File: config.mk
export PLATFORM = sky130hd
export DESIGN_NAME = mux_arbiter
export DESIGN_NICKNAME = d
export VERILOG_FILES = /design/src/rtl/mux_arbiter.sv
export SDC_FILE = /design/constraint.sdc
export NUM_CORES = 1
export LEC_CHECK = 0
export BUFFER_PORTS_ARGS = -buffer_cell sky130_fd_sc_hd__buf_4
export CORE_UTILIZATION = 24
export CTS_BUF_LIST = sky130_fd_sc_hd__clkbuf_4 sky130_fd_sc_hd__clkbuf_8 sky130_fd_sc_hd__clkbuf_16
export DETAILED_ROUTE_END_ITERATION = 6
export PLACE_DENSITY = 0.52
export SLEW_MARGIN = 10
export SYNTH_ARGS = -nofsm -noshare
export SYNTH_HDL_FRONTEND = slang
export SYNTH_SLANG_ARGS = --single-unit
File: constraint.sdc
create_clock -name clk -period 2.04 [get_ports clk]
set_input_delay 0.408 -clock clk [delete_from_list [all_inputs] [get_ports clk]]
set_output_delay 0.408 -clock clk [all_outputs]
set_load 0.01 [all_outputs]
File: src/rtl/mux_arbiter.sv
// Two-requester round-robin arbiter feeding a shared 2:1 data mux.
// Granted bursts pass through a one-entry registered output stage.
module mux_arbiter #(
  parameter int DATA_WIDTH = 8,
  parameter int MAX_BURST  = 16
) (
  input  logic                  clk,
  input  logic                  rst_n,
  input  logic                  a_valid,
  input  logic [DATA_WIDTH-1:0] a_data,
  input  logic                  a_last,
  output logic                  a_ready,
  input  logic                  b_valid,
  input  logic [DATA_WIDTH-1:0] b_data,
  input  logic                  b_last,
  output logic                  b_ready,
  output logic                  out_valid,
  output logic [DATA_WIDTH-1:0] out_data,
  output logic                  out_last,
  input  logic                  out_ready,
  output logic                  sel,
  output logic                  busy
);

  localparam int CW = $clog2(MAX_BURST + 1);
  localparam logic [CW-1:0] CNT_END = CW'(MAX_BURST - 1);
  localparam logic [CW-1:0] CNT_ONE = CW'(1);

  localparam logic [1:0] S_IDLE  = 2'd0;
  localparam logic [1:0] S_GNT_A = 2'd1;
  localparam logic [1:0] S_GNT_B = 2'd2;

  logic [1:0]            r_state;
  logic                  r_last_b;
  logic [CW-1:0]         r_beat_cnt;
  logic                  r_sel;
  logic                  r_out_valid;
  logic [DATA_WIDTH-1:0] r_out_data;
  logic                  r_out_last;

  logic                  w_slot_free;
  logic                  w_gnt_a;
  logic                  w_gnt_b;
  logic                  w_acc;
  logic [DATA_WIDTH-1:0] w_beat_data;
  logic                  w_beat_last;
  logic                  w_end;
  logic                  w_pick_a;
  logic                  w_pick_b;

  assign w_slot_free = !r_out_valid | out_ready;
  assign w_gnt_a     = (r_state == S_GNT_A);
  assign w_gnt_b     = (r_state == S_GNT_B);

  assign a_ready = w_gnt_a & w_slot_free;
  assign b_ready = w_gnt_b & w_slot_free;

  assign w_acc       = (a_valid & a_ready) | (b_valid & b_ready);
  assign w_beat_data = w_gnt_b ? b_data : a_data;
  assign w_beat_last = w_gnt_b ? b_last : a_last;

  // Burst ends on the requester's last flag or when the cap is hit.
  assign w_end = w_beat_last | (r_beat_cnt == CNT_END);

  // r_last_b=1 means B was served last, so A wins a tie.
  assign w_pick_a = a_valid & (!b_valid | r_last_b);
  assign w_pick_b = b_valid & !w_pick_a;

  assign out_valid = r_out_valid;
  assign out_data  = r_out_data;
  assign out_last  = r_out_last;
  assign sel       = r_sel;
  assign busy      = (r_state != S_IDLE);

  // Grant FSM: pick a requester in IDLE, hold it until its burst ends.
  always_ff @(posedge clk or negedge rst_n) begin
    if (!rst_n) begin
      r_state    <= S_IDLE;
      r_last_b   <= 1'b1;
      r_beat_cnt <= '0;
      r_sel      <= 1'b0;
    end else begin
      unique case (r_state)
        S_IDLE: begin
          if (w_pick_a) begin
            r_state <= S_GNT_A;
            r_sel   <= 1'b0;
          end else if (w_pick_b) begin
            r_state <= S_GNT_B;
            r_sel   <= 1'b1;
          end
        end
        S_GNT_A, S_GNT_B: begin
          if (w_acc) begin
            if (w_end) begin
              r_state    <= S_IDLE;
              r_last_b   <= w_gnt_b;
              r_beat_cnt <= '0;
            end else begin
              r_beat_cnt <= r_beat_cnt + CNT_ONE;
            end
          end
        end
        default: begin
          r_state    <= S_IDLE;
          r_beat_cnt <= '0;
        end
      endcase
    end
  end

  // Output slot: load on accept, drain when the sink takes the beat.
  always_ff @(posedge clk or negedge rst_n) begin
    if (!rst_n) begin
      r_out_valid <= 1'b0;
      r_out_data  <= '0;
      r_out_last  <= 1'b0;
    end else if (w_acc) begin
      r_out_valid <= 1'b1;
      r_out_data  <= w_beat_data;
      r_out_last  <= w_end;
    end else if (out_ready) begin
      r_out_valid <= 1'b0;
    end
  end

endmodule
======== Word-level counts from Yosys, hierarchy flattened ========
Cells that the tools add are included.
word-level totals
  output and inout bits ................... 14
  register bits ........................... 19
operators by class
  $add $sub $neg .......................... 1
  muxes and demuxes ....................... 14
  bitwise operators ....................... 11
  equal/unequal tests ..................... 6
  reduce and logical (&&, ||, !) cells .... 12
operators by type and width
  cell                                                                   count
  5-bit 2-to-1 mux                                                       2
  5-bit case mux with 2 select lines                                     1
  2-bit 2-to-1 mux                                                       4
  8-bit 2-to-1 mux                                                       1
  1-bit bitwise AND                                                      6
  3-bit AND reduction                                                    2
  2-bit nonzero test                                                     3
  5-bit by 1-bit adder with 5-bit output, second input constant          1
  5-bit by 4-bit equality test with 1-bit output, second input constant  1
  1-bit 2-to-1 mux                                                       5
  2-bit inequality test, second input constant                           2
  1-bit bitwise OR                                                       4
  2-bit case mux with 2 select lines                                     1
  2-bit AND reduction                                                    2
  1-bit zero test                                                        3
  3-bit inequality test, second input constant                           1
  2-bit by 1-bit equality test with 1-bit output, second input constant  1
  2-bit equality test, second input constant                             1
  2-bit zero test                                                        1
  2-bit OR reduction                                                     1
  1-bit inverter                                                         1

======== Logic depth before layout (Yosys ltp) ========
  depth after elaboration ................. 8
  mapped depth ............................ 7

======== Worst setup path after synthesis ========
OpenSTA, ideal clock, no wires.
  kind .................................... register -> register
  start ................................... reg r_beat_cnt[0]
  end ..................................... reg r_beat_cnt[2]
  stages on the path, launching flop included .. 8
  setup time .............................. 104 ps
  path buffers ............................ 0
  data required time ...................... 1,936 ps
  data arrival time ....................... 1,833 ps
  path slack .............................. 104 ps
  cells stage by stage .................... dfrtp_1 ha_1 and3_1 ha_1 or2_1 nor4b_4 nand2_1 o311ai_1
on the way
  longest elaborated chain between the ends .. 5
RTL lines
  what                                                                                            line  RTL
  start: declaration                                                                              35    logic [CW-1:0] r_beat_cnt;
  start signal: assignment                                                                        100   r_beat_cnt <= r_beat_cnt + CNT_ONE;
  parallel branches: the longest is 2 deep, another holds 5-bit by 1-bit adder with 5-bit output  --
  5-bit 2-to-1 mux (*)                                                                            95    if (w_end) begin
  5-bit 2-to-1 mux (*)                                                                            94    if (w_acc) begin
  5-bit case mux with 2 select lines (*)                                                          83    unique case (r_state)
Every way passes the cells marked *. The select of a mux whose other input is x is not followed.
A chain may end at the register's enable or synchronous reset.

======== Worst setup path in the final report ========
  start ................................... reg r_beat_cnt[1]
  end ..................................... reg r_beat_cnt[2]
Same word-level chain as after synthesis.

==> run_results.csv <==
group,metric,value,unit
cts,hold_buffers,0,
timing,drv_slew,0,
detailed_routing,route.detailed.drc,0,
die,initial_core_util,0.255,
synth,yosysMostFrequentCell,"dfrtp_1",
timing,worst_pin_slew,353,ps
setup_path,crit_arrival,2190,ps
detailed_routing,drt_iter0_markers,14,
cts,cts_inserted_buffers,3,
synth,ys_top_cells_by_area,"dfrtp_1, mux2i_1, nand2_1",
die,die_h,67.7,µm
cells_and_area,nNetsFinal,175,
grt,grt_pass1_vias,937,
cts,clkSinkCount,19,
synth,syn_area,1030,µm²
place,place_congestion,0.721,
synth,yosysTopAreaCell,"dfrtp_1",
timing,hold_viol_final,0,
synth,async_flop_share,1.00,
setup_path,crit_path_max_incr_delay,410,ps
setup_path,r2r_end,"r_beat_cnt[2]",
setup_path,crit_slowest_cell,"dfrtp_1",
cts,root_buffer,"clkbuf_8",
timing,layout_setup_ws,10.9,ps
cts,clock_path_buffers,2,
die,die_w,67.7,µm
place,dp_slack,-5.32,ps
setup_path,timing.rr.start,"r_beat_cnt[1]",
grt,antenna_found_initial,0,
cells_and_area,fill_cells,420,
synth,yosys_warnings,0,
cells_and_area,syn_to_final_growth,43.0,%
detailed_routing,vias,921,
setup_path,cp_cell_sequence,"ha_2 > and3_4 > ha_4 > or2_4 > nor4b_4 > nand2_1 > o311ai_2",
cells_and_area,final_util,0.365,
timing,setup_viol,0,
cells_and_area,diodes,0,
grt,grt-ovfl-total,0,
die,core_area,4060,µm²
detailed_routing,drt.antenna.violating_nets,0,
detailed_routing,post_drt_via_cell_ratio,4.70,
cts,clkTransAtPathRegs,80,ps
status,outcome,"finished clean",
synth,synth_seq_cells,19,
setup_path,cp.required,2200,ps
setup_path,crit_start,"r_beat_cnt[1]",
cts,cts_tree,"done",
setup_path,reg2regPathDepth,7,
synth,seq_area_frac_synth,0.461,
synth,synthDistinctLibCells,30,
timing,rsz0062_at_grt,"true",
die,num_rows,23,
cells_and_area,final-seq-area,477,µm²
place,dp_hpwl,1860,µm
pwr,powerDensity,1400,nW/µm²
flow_run,cap_violations,0,
setup_path,crit_end,"r_beat_cnt[2]",
synth,synth_area_per_cell,10.0,µm²
synth,synth_common_cells,"dfrtp_1, nand2_1, o21ai_0",
setup_path,critPathMaxFanout,5,
cts,clk_latency,260,ps
setup_path,rrSetupSlack,10,ps
grt,grt_usage,0.119,
synth,synth_top_area_frac,0.435,
grt,grt_max_degree,20,
place,io_buffer_count,36,
cells_and_area,drive_gt1_frac,0.390,
synth,synth_flop_cell,"dfrtp_1",
die,dieArea,4580,µm²
cells_and_area,multiInputGateArea,551,µm²
timing,min_period,2030,ps
timing,slew_headroom,0.765,
grt,grt_first_pass_wirelength,3990,µm
synth,synth-edff-count,0,
detailed_routing,routedWlPerCell,12.6,µm
setup_path,start_kind,"flop",
setup_path,cp_top_family,"simple AND/OR/NAND/NOR gates",
pwr,ir_drop,469,µV
synth,syn_inst,103,
timing,period_share,0.995,
cts,cts_max_level,1,
hold_path,hold_class,"primary input to asynchronous set/reset pin",
detailed_routing,wl,2480,µm
setup_path,endpoint_kind,"flop",
timing,fin_skew,5.07,ps
setup_path,critPathBufInv,0,
pwr,p_leak,0.725,nW
timing,hold_slack,8.57,ps
detailed_routing,first_pass_iters,4,
setup_path,worst-path-stages,7,
setup_path,critical_path_class,"flop to flop",
synth,syn_nets,131,
timing,fmaxAchievable,493,MHz
die,ios,37,
==> sequential cells by signal, summed over array words and instances, names as in the netlist <==
register / count
r_state: 2
out_valid: 1
out_last: 1
out_data: 8
r_last_b: 1
r_beat_cnt: 5
sel: 1
==> worst min-delay path by stage <==
| stage | start | to | cells after the start |
|---|---|---|---|
| after global placement | rst_n | out_data[7] | 1 |
| after detailed placement | rst_n | out_data[0] | 1 |
| after floorplan | rst_n | out_data[0] | 0 |
| final | rst_n | out_data[0] | 1 |
| after global routing | rst_n | out_data[0] | 1 |
| after CTS | rst_n | out_data[1] | 1 |
==> cell type report <==
| cell class | instances | area share |
|---|---|---|
| Clock buffer | 4 | 0.0330 |
| Multi-Input combinational cell | 74 | 0.372 |
| Inverter | 7 | 0.0178 |
| Timing Repair Buffer | 42 | 0.213 |
| Tap cell | 50 | 0.0423 |
| Sequential cell | 19 | 0.322 |
==> per-stage QoR <==
stage          cells  TNS (ps)  power, W  cell area (µm²)
3_5_place_dp     190     -5.32   0.00178             1390
4_1_cts          194         0   0.00207             1440
2_1_floorplan    103         0   0.00133             1030
5_1_grt          196      -115   0.00227             1480
3_3_place_gp     190         0   0.00177             1390
6_report         196         0   0.00208             1480
==> cells in the final DEF (no fill, tap or decap) <==
| master | n |
|---|---|
| nor3_1 | 1 |
| clkbuf_4 | 1 |
| ha_2 | 1 |
| nand2b_1 | 2 |
| o211ai_2 | 1 |
| mux2_4 | 1 |
| nand3_1 | 1 |
| nor2_1 | 2 |
| clkbuf_8 | 3 |
| o211ai_1 | 1 |
| inv_1 | 7 |
| or2_1 | 1 |
| a22oi_1 | 4 |
| dfrtp_1 | 18 |
| o311ai_2 | 1 |
| nor4b_4 | 1 |
| and3_4 | 1 |
| o21ai_0 | 9 |
| nand4b_1 | 1 |
| dfstp_2 | 1 |
| nand2_1 | 17 |
| mux2_2 | 2 |
| nand4_1 | 1 |
| a21oi_1 | 4 |
| mux2_1 | 1 |
| ha_4 | 1 |
| and2_1 | 2 |
| ha_1 | 3 |
| o22ai_1 | 2 |
| and3_1 | 2 |
| mux2i_1 | 8 |
| buf_4 | 42 |
| or2_4 | 1 |
| or4_1 | 1 |
| a22o_1 | 1 |
==> cells by family (layout without fill, tap and decap cells) <==
logic type                 count (synthesis)  count (layout)  synth area share
and+or+nand+nor                           34              34             0.178
AOI/OAI and AO/OA                         23              23             0.140
DFF                                       19              19             0.461
muxes                                     12              12             0.125
buffers and inverters                     10              53            0.0363
adders and majority gates                  5               5            0.0605
==> layer usage <==
metal	global-route usage	vias up	part of all wire
met4	0.0585	0	0.017
met1	0.137	431	0.43
met3	0.0236	5	0.054
li1	-	452	-
met5	0	-	0
met2	0.207	33	0.50
==> repair_timing <==
item | CTS | global route
pin swaps | 1 | 5
endpoints found under the setup margin | 1 | 3
resized for setup | 0 | 6
buffers inserted | 0 | 2
==> where the power goes <==
group / switching [W] / internal [W]
combinational: 0.000589 / 0.000556
sequential: 0.000102 / 0.000546
clock: 0.000131 / 0.000152
total: 0.000822 / 0.00125
Note: power is estimated with default switching activity, not from simulation.
